## src/rtl/pipeline_adder_arbiter_pkg.sv

```systemverilog
// Shared defaults and helpers for the pipelined-adder arbiter slice.
package pipeline_adder_arbiter_pkg;

   localparam int DEF_N_REQ   = 4;
   localparam int DEF_WIDTH   = 64;
   localparam int DEF_ADD_LAT = 2;

   // A single requester still needs a 1-bit ID field.
   function automatic int id_width(input int n);
      return (n > 1) ? $clog2(n) : 1;
   endfunction

endpackage

```

## src/rtl/pipeline_adder_arbiter_if.sv

```systemverilog
// Requester, adder and response signals of the arbiter, with DUT (slave) and
// environment (master) views.
interface pipeline_adder_arbiter_if
   import pipeline_adder_arbiter_pkg::*;
#(
   parameter int N_REQ = DEF_N_REQ,
   parameter int WIDTH = DEF_WIDTH,
   parameter int ID_W  = id_width(N_REQ)
);

   logic [N_REQ-1:0]       req_valid;
   logic [N_REQ-1:0]       req_ready;
   logic [N_REQ*WIDTH-1:0] req_a;
   logic [N_REQ*WIDTH-1:0] req_b;
   logic [N_REQ-1:0]       req_cin;

   logic [WIDTH-1:0]       add_a;
   logic [WIDTH-1:0]       add_b;
   logic                   add_cin;
   logic [WIDTH-1:0]       add_sum;
   logic                   add_cout;

   logic                   rsp_valid;
   logic [ID_W-1:0]        rsp_id;
   logic [WIDTH-1:0]       rsp_sum;
   logic                   rsp_cout;
   logic                   busy;

   modport slave (
      input  req_valid, req_a, req_b, req_cin, add_sum, add_cout,
      output req_ready, add_a, add_b, add_cin, rsp_valid, rsp_id, rsp_sum, rsp_cout, busy
   );

   modport master (
      output req_valid, req_a, req_b, req_cin, add_sum, add_cout,
      input  req_ready, add_a, add_b, add_cin, rsp_valid, rsp_id, rsp_sum, rsp_cout, busy
   );

endinterface

```

## src/rtl/pipeline_adder_arbiter_rr_arbiter.sv

```systemverilog
// Round-robin arbiter: one-hot grant searching upward from ptr, pointer moves
// past the winner only when the grant is taken.
module rr_arbiter
   import pipeline_adder_arbiter_pkg::*;
#(
   parameter int N_REQ = DEF_N_REQ,
   parameter int ID_W  = id_width(N_REQ)
) (
   input  logic             clk,
   input  logic             rst_n,
   input  logic [N_REQ-1:0] req,
   input  logic             advance,
   output logic [N_REQ-1:0] gnt,
   output logic [ID_W-1:0]  gnt_idx
);

   logic [ID_W-1:0] ptr_q, ptr_d;
   logic            found;

   // Two passes emulate the wrap-around: indices at/above ptr first, then below it.
   always_comb begin
      gnt     = '0;
      gnt_idx = '0;
      found   = 1'b0;
      for (int i = 0; i < N_REQ; i++) begin
         if (!found && req[i] && (ID_W'(i) >= ptr_q)) begin
            found   = 1'b1;
            gnt[i]  = 1'b1;
            gnt_idx = ID_W'(i);
         end
      end
      for (int i = 0; i < N_REQ; i++) begin
         if (!found && req[i] && (ID_W'(i) < ptr_q)) begin
            found   = 1'b1;
            gnt[i]  = 1'b1;
            gnt_idx = ID_W'(i);
         end
      end
   end

   always_comb begin
      ptr_d = ptr_q;
      if (advance) begin
         ptr_d = (gnt_idx == ID_W'(N_REQ - 1)) ? '0 : gnt_idx + 1'b1;
      end
   end

   always_ff @(posedge clk or negedge rst_n) begin
      if (!rst_n) ptr_q <= '0;
      else        ptr_q <= ptr_d;
   end

endmodule

```

## src/rtl/pipeline_adder_arbiter.sv

```systemverilog
// Shares one external pipelined adder among N_REQ requesters; the requester ID
// rides a tag pipe alongside the adder so each result returns tagged.
module pipeline_adder_arbiter
   import pipeline_adder_arbiter_pkg::*;
#(
   parameter int N_REQ   = DEF_N_REQ,
   parameter int WIDTH   = DEF_WIDTH,
   parameter int ADD_LAT = DEF_ADD_LAT
) (
   input logic                     clk,
   input logic                     rst_n,
   pipeline_adder_arbiter_if.slave bus
);

   localparam int ID_W = id_width(N_REQ);

   logic [N_REQ-1:0] gnt;
   logic [N_REQ-1:0] ready;
   logic [ID_W-1:0]  gnt_idx;
   logic             hs;

   logic [WIDTH-1:0]              add_a_q, add_a_d;
   logic [WIDTH-1:0]              add_b_q, add_b_d;
   logic                          add_cin_q, add_cin_d;
   logic [ADD_LAT:0]              tag_vld_q, tag_vld_d;
   logic [ADD_LAT:0][ID_W-1:0]    tag_id_q, tag_id_d;
   logic                          rsp_valid_q, rsp_valid_d;
   logic [ID_W-1:0]               rsp_id_q, rsp_id_d;
   logic [WIDTH-1:0]              rsp_sum_q, rsp_sum_d;
   logic                          rsp_cout_q, rsp_cout_d;

   rr_arbiter #(.N_REQ(N_REQ), .ID_W(ID_W)) u_arb (
      .clk     (clk),
      .rst_n   (rst_n),
      .req     (bus.req_valid),
      .advance (hs),
      .gnt     (gnt),
      .gnt_idx (gnt_idx)
   );

   // No grants are offered while reset is held.
   assign ready = gnt & {N_REQ{rst_n}};
   assign hs    = |(bus.req_valid & ready);

   always_comb begin
      add_a_d   = '0;
      add_b_d   = '0;
      add_cin_d = 1'b0;
      for (int i = 0; i < N_REQ; i++) begin
         if (hs && gnt[i]) begin
            add_a_d   = bus.req_a[i*WIDTH +: WIDTH];
            add_b_d   = bus.req_b[i*WIDTH +: WIDTH];
            add_cin_d = bus.req_cin[i];
         end
      end
   end

   // Stage 0 shares the edge with the issue registers; stage ADD_LAT meets add_sum.
   always_comb begin
      tag_vld_d = {tag_vld_q[ADD_LAT-1:0], hs};
      tag_id_d  = {tag_id_q[ADD_LAT-1:0], (hs ? gnt_idx : ID_W'(0))};
   end

   always_comb begin
      rsp_valid_d = tag_vld_q[ADD_LAT];
      rsp_id_d    = rsp_id_q;
      rsp_sum_d   = rsp_sum_q;
      rsp_cout_d  = rsp_cout_q;
      if (tag_vld_q[ADD_LAT]) begin
         rsp_id_d   = tag_id_q[ADD_LAT];
         rsp_sum_d  = bus.add_sum;
         rsp_cout_d = bus.add_cout;
      end
   end

   always_ff @(posedge clk or negedge rst_n) begin
      if (!rst_n) begin
         add_a_q     <= '0;
         add_b_q     <= '0;
         add_cin_q   <= 1'b0;
         tag_vld_q   <= '0;
         tag_id_q    <= '0;
         rsp_valid_q <= 1'b0;
         rsp_id_q    <= '0;
         rsp_sum_q   <= '0;
         rsp_cout_q  <= 1'b0;
      end else begin
         add_a_q     <= add_a_d;
         add_b_q     <= add_b_d;
         add_cin_q   <= add_cin_d;
         tag_vld_q   <= tag_vld_d;
         tag_id_q    <= tag_id_d;
         rsp_valid_q <= rsp_valid_d;
         rsp_id_q    <= rsp_id_d;
         rsp_sum_q   <= rsp_sum_d;
         rsp_cout_q  <= rsp_cout_d;
      end
   end

   assign bus.req_ready = ready;
   assign bus.add_a     = add_a_q;
   assign bus.add_b     = add_b_q;
   assign bus.add_cin   = add_cin_q;
   assign bus.rsp_valid = rsp_valid_q;
   assign bus.rsp_id    = rsp_id_q;
   assign bus.rsp_sum   = rsp_sum_q;
   assign bus.rsp_cout  = rsp_cout_q;
   assign bus.busy      = |tag_vld_q;

endmodule

```

## src/flat_wrapper.sv

```systemverilog
// flat-port wrapper written by rule: the top's interface ports become plain ports
module pipeline_adder_arbiter_flat import pipeline_adder_arbiter_pkg::*;
#(
   parameter int N_REQ   = DEF_N_REQ,
   parameter int WIDTH   = DEF_WIDTH,
   parameter int ADD_LAT = DEF_ADD_LAT
)
  (clk, rst_n, bus_req_valid, bus_req_a, bus_req_b, bus_req_cin, bus_add_sum, bus_add_cout, bus_req_ready, bus_add_a, bus_add_b, bus_add_cin, bus_rsp_valid, bus_rsp_id, bus_rsp_sum, bus_rsp_cout, bus_busy);
  pipeline_adder_arbiter_if #(.N_REQ(N_REQ), .WIDTH(WIDTH)) bus_i ();
  input logic clk;
  input logic rst_n;
  input wire logic [$bits(bus_i.req_valid)-1:0] bus_req_valid;
  input wire logic [$bits(bus_i.req_a)-1:0] bus_req_a;
  input wire logic [$bits(bus_i.req_b)-1:0] bus_req_b;
  input wire logic [$bits(bus_i.req_cin)-1:0] bus_req_cin;
  input wire logic [$bits(bus_i.add_sum)-1:0] bus_add_sum;
  input wire logic [$bits(bus_i.add_cout)-1:0] bus_add_cout;
  output wire logic [$bits(bus_i.req_ready)-1:0] bus_req_ready;
  output wire logic [$bits(bus_i.add_a)-1:0] bus_add_a;
  output wire logic [$bits(bus_i.add_b)-1:0] bus_add_b;
  output wire logic [$bits(bus_i.add_cin)-1:0] bus_add_cin;
  output wire logic [$bits(bus_i.rsp_valid)-1:0] bus_rsp_valid;
  output wire logic [$bits(bus_i.rsp_id)-1:0] bus_rsp_id;
  output wire logic [$bits(bus_i.rsp_sum)-1:0] bus_rsp_sum;
  output wire logic [$bits(bus_i.rsp_cout)-1:0] bus_rsp_cout;
  output wire logic [$bits(bus_i.busy)-1:0] bus_busy;
  assign bus_i.req_valid = bus_req_valid;
  assign bus_i.req_a = bus_req_a;
  assign bus_i.req_b = bus_req_b;
  assign bus_i.req_cin = bus_req_cin;
  assign bus_i.add_sum = bus_add_sum;
  assign bus_i.add_cout = bus_add_cout;
  assign bus_req_ready = bus_i.req_ready;
  assign bus_add_a = bus_i.add_a;
  assign bus_add_b = bus_i.add_b;
  assign bus_add_cin = bus_i.add_cin;
  assign bus_rsp_valid = bus_i.rsp_valid;
  assign bus_rsp_id = bus_i.rsp_id;
  assign bus_rsp_sum = bus_i.rsp_sum;
  assign bus_rsp_cout = bus_i.rsp_cout;
  assign bus_busy = bus_i.busy;
  pipeline_adder_arbiter #(.N_REQ(N_REQ), .WIDTH(WIDTH), .ADD_LAT(ADD_LAT)) u_core (.clk(clk), .rst_n(rst_n), .bus(bus_i));
endmodule
```

## config.mk

```make
export PLATFORM = sky130hd
export DESIGN_NAME = pipeline_adder_arbiter_flat
export DESIGN_NICKNAME = d
export VERILOG_FILES = /design/src/rtl/pipeline_adder_arbiter_pkg.sv /design/src/rtl/pipeline_adder_arbiter_if.sv /design/src/rtl/pipeline_adder_arbiter_rr_arbiter.sv /design/src/rtl/pipeline_adder_arbiter.sv /design/src/flat_wrapper.sv
export SDC_FILE = /design/constraint.sdc
export NUM_CORES = 1
export LEC_CHECK = 0
export BUFFER_PORTS_ARGS = -buffer_cell sky130_fd_sc_hd__clkbuf_2
export CAP_MARGIN = 20
export CORE_AREA = 2 2 304 306
export DETAILED_ROUTE_END_ITERATION = 12
export DIE_AREA = 0 0 306 308
export SLEW_MARGIN = 20
export SYNTH_ARGS = -nofsm -noshare
export SYNTH_HDL_FRONTEND = slang
export SYNTH_HIERARCHICAL = 1
export SYNTH_SLANG_ARGS = --single-unit
export TNS_END_PERCENT = 10
```

## constraint.sdc

```tcl
create_clock -name clk -period 2.4 [get_ports clk]
set_input_delay 0.72 -clock clk [delete_from_list [all_inputs] [get_ports clk]]
set_output_delay 0.72 -clock clk [all_outputs]
set_load 0.01 [all_outputs]
```

==> flow_metrics.tcl <==
set metrics [dict create \
    crit_path_end_kind "output port" \
    final_cell_mix "clkbuf_2, dfrtp_1, o22ai_1, a31o_2" \
    leakage_nw 9.165 \
    synth_cell_types 33 \
    wirelength_um 62680 \
    std_cell_rows 111 \
    drtPass1Iterations 5 \
    grt_pass1_vias 13310 \
    critPathKind "flop to output port" \
    die_x_um 306 \
    die_y_um 308 \
    numCtsBuffers 28 \
    yosys_warnings 6 \
    rsz0062_at_grt "true" \
    max_freq_mhz 389.8 \
    syn-cell-area_mm2 0.01216 \
    clock-sinks 208 \
    route.vias.total 12770 \
    p_int_mw 12.02 \
    powerDensity_mw_per_mm2 1006 \
    drt_iter0_drc 824 \
    ir_worst_vdd_mv 0.4297 \
    cts_tree "built" \
    clk_pin_slew_ps 60 \
    slew_violations 0 \
    n_fill_cell 9863 \
    synth_top_cell_area_share_pct 42.81 \
    worstPathMaxFanout 5 \
    clock_skew_ps 13.65 \
    crit_start "u_core/u_arb/ptr_q[1]$_DFFE_PN0P_" \
    relSlewSlack_pct 51.07 \
    switchingPower_mw 7.463 \
    grt_pass1_wl_um 86950 \
    drc 0 \
    combPwrFrac_pct 51.0 \
    mostFrequentLayoutCell "clkbuf_2" \
    design.core.area_mm2 0.09097 \
    overflow 0 \
    syn-instance-count 966 \
    worst_slew_pin_slew_ps 733.9 \
    max_cap_violations 0 \
    place_congestion 0.8623 \
    area_growth_pct 59.26 \
    clock_latency_ps 580 \
    antenna_left 0 \
    cp-start-kind "flop" \
    avgSynthCellArea_um2 12.59 \
    hold_violations 0 \
    violations "setup timing" \
    setup_slack_ps -165.6 \
    fin_crit_sh_pct 106.9 \
    setup_viol 4 \
    grt_max_degree 69 \
    cts_max_level 1 \
    seqPwrFrac_pct 25.9 \
    wl_per_cell_um 20.79 \
    netlist_top_cells_area "dfrtp_1, a221oi_2, a31o_2" \
    switching_share_pct 38.30 \
    required_ps 1680 \
    syn-num-nets 1554 \
    ys_ff_latch 208 \
    grt_usage_pct 12.32 \
    routed_via_density 4.236 \
    reg2reg_from "u_core/u_arb/ptr_q[1]$_DFFE_PN0P_" \
    initial_core_util_pct 13.36 \
    yosysSeqAreaShare_pct 42.81 \
    hold_slack_ps 166.1 \
    finalNetCount 2384 \
    die_area_mm2 0.09425 \
    yosysTopAreaCell "dfrtp_1" \
    ctsLongestPathBuffers 3 \
    power.total_mw 19.48 \
    clkPwrFrac_pct 23.1 \
    layout-drive-gt1-share_pct 75.69 \
    ios 789 \
    hold_path.class "input pin to async pin" \
    io_buffers 788 \
    hpwlAfterDp_um 50100 \
    antenna_found_initial 18 \
    arrival_ps 1850 \
    period_needed_ps 2566 \
    cts-root-buf "clkbuf_16" \
    outcome "finished, violations left" \
]
==> cell usage after synthesis (all sizes together) <==
cell type  number
ha              1
a31o          129
dfrtp         208
mux2           67
nand2b          2
a21oi           7
a21boi          1
nor2            7
nor2b           2
o311ai          1
and2            9
inv             4
a22oi           2
mux2i           1
or3             1
nand2           2
nor3b         129
o22ai         130
o221a           2
nor3            1
clkbuf         19
buf           107
o21ai           5
a221oi        129
==> worst paths after layout <==
path	to	cells after the start	slack, ps
max	bus_req_ready[3]	6	-170
min	u_core/bus.rsp_sum[58]$_DFFE_PN0P_	2	170
max reg2reg	u_core/bus.add_a[6]$_DFF_PN0_	12	30
min reg2reg	u_core/tag_id_q[4]$_DFF_PN0_	0	350
max in group asynchronous	u_core/tag_vld_q[2]$_DFF_PN0_	3	1150
min in group clk	u_core/tag_id_q[4]$_DFF_PN0_	0	350
==> critical path, cell delays in order (launching register included) <==
cell     delay [ps]
dfrtp_1         400
inv_2           120
buf_6           110
a21oi_2          40
o221a_4         290
and2_4          190
buf_6           120
==> timing repair <==
action / 4_1_cts / 5_1_grt
resized for setup: 12 / 12
endpoints found under the setup margin: 4 / 5
setup buffers: 4 / 2
endpoints found under the hold margin: 6 / 0
gates cloned: 0 / 0
hold buffers: 1 / 0
pin swaps: 5 / 6
==> area by class of cell <==
cell class	instances	area, µm²	area share [%]
antenna	11	27.53	0.1422
clock buffer	39	822.0	4.246
clock inverter	13	162.7	0.8401
inverter	4	17.52	0.09047
multi-input combinational	628	6197	32.01
sequential	208	5210	26.91
tap	1186	1484	7.664
timing repair buffer	926	5441	28.10
==> layer usage <==
metal	routed length, µm	GRT usage (%)	up-vias
met5	55	0	-
li1	-	-	5643
met3	5700	3.614	150
met1	24680	14.52	6251
met2	28630	19.72	717
met4	3613	7.607	10
==> flip-flops by register name, summed over array words and instances (netlist names) <==
signal	count
u_core/bus.add_a	64
u_core/bus.rsp_id	2
u_core/bus.rsp_valid	1
u_core/u_arb/ptr_q	2
u_core/bus.add_b	64
u_core/bus.add_cin	1
u_core/tag_id_q	2
u_core/tag_vld_q	3
u_core/tag_id_d	4
u_core/bus.rsp_sum	64
u_core/bus.rsp_cout	1
==> power by group through the flow <==
| stage | clock (mW) | sequential [mW] | combinational [mW] |
|---|---|---|---|
| after floorplan | 0 | 5.46 | 5.31 |
| after global placement | 0 | 5.08 | 9.75 |
| after detailed placement | 0 | 5.10 | 9.78 |
| after CTS | 4.65 | 5.06 | 9.86 |
| after global routing | 4.78 | 5.17 | 10.6 |
| final | 4.50 | 5.06 | 9.93 |
==> through the flow <==
step	cell area (µm²)	TNS [ps]	std cells	util [%]	setup WS, ps
after global routing	19360	-1685	3014	21.28	-239.9
final	19360	-512.8	3015	21.28	-165.6
after detailed placement	18250	-15690	2947	20.06	-344.8
after CTS	19280	-691.5	3002	21.19	-199.0
after floorplan	12160	-29.81	966	-	-29.81
after global placement	18250	-18060	2947	20.06	-361.0
==> kinds of logic (layout without fill, tap and decap cells) <==
group / Yosys count / after routing / share of synthesized area, %
mux: 68 / 68 / 6.288
flops: 208 / 208 / 42.81
compound gates: 406 / 406 / 31.48
buf+inv: 130 / 982 / 6.854
simple gates: 153 / 153 / 12.46
fa+ha+maj: 1 / 1 / 0.1029
other cells: 0 / 11 / 0
Note: power is estimated with default switching activity, not from simulation.
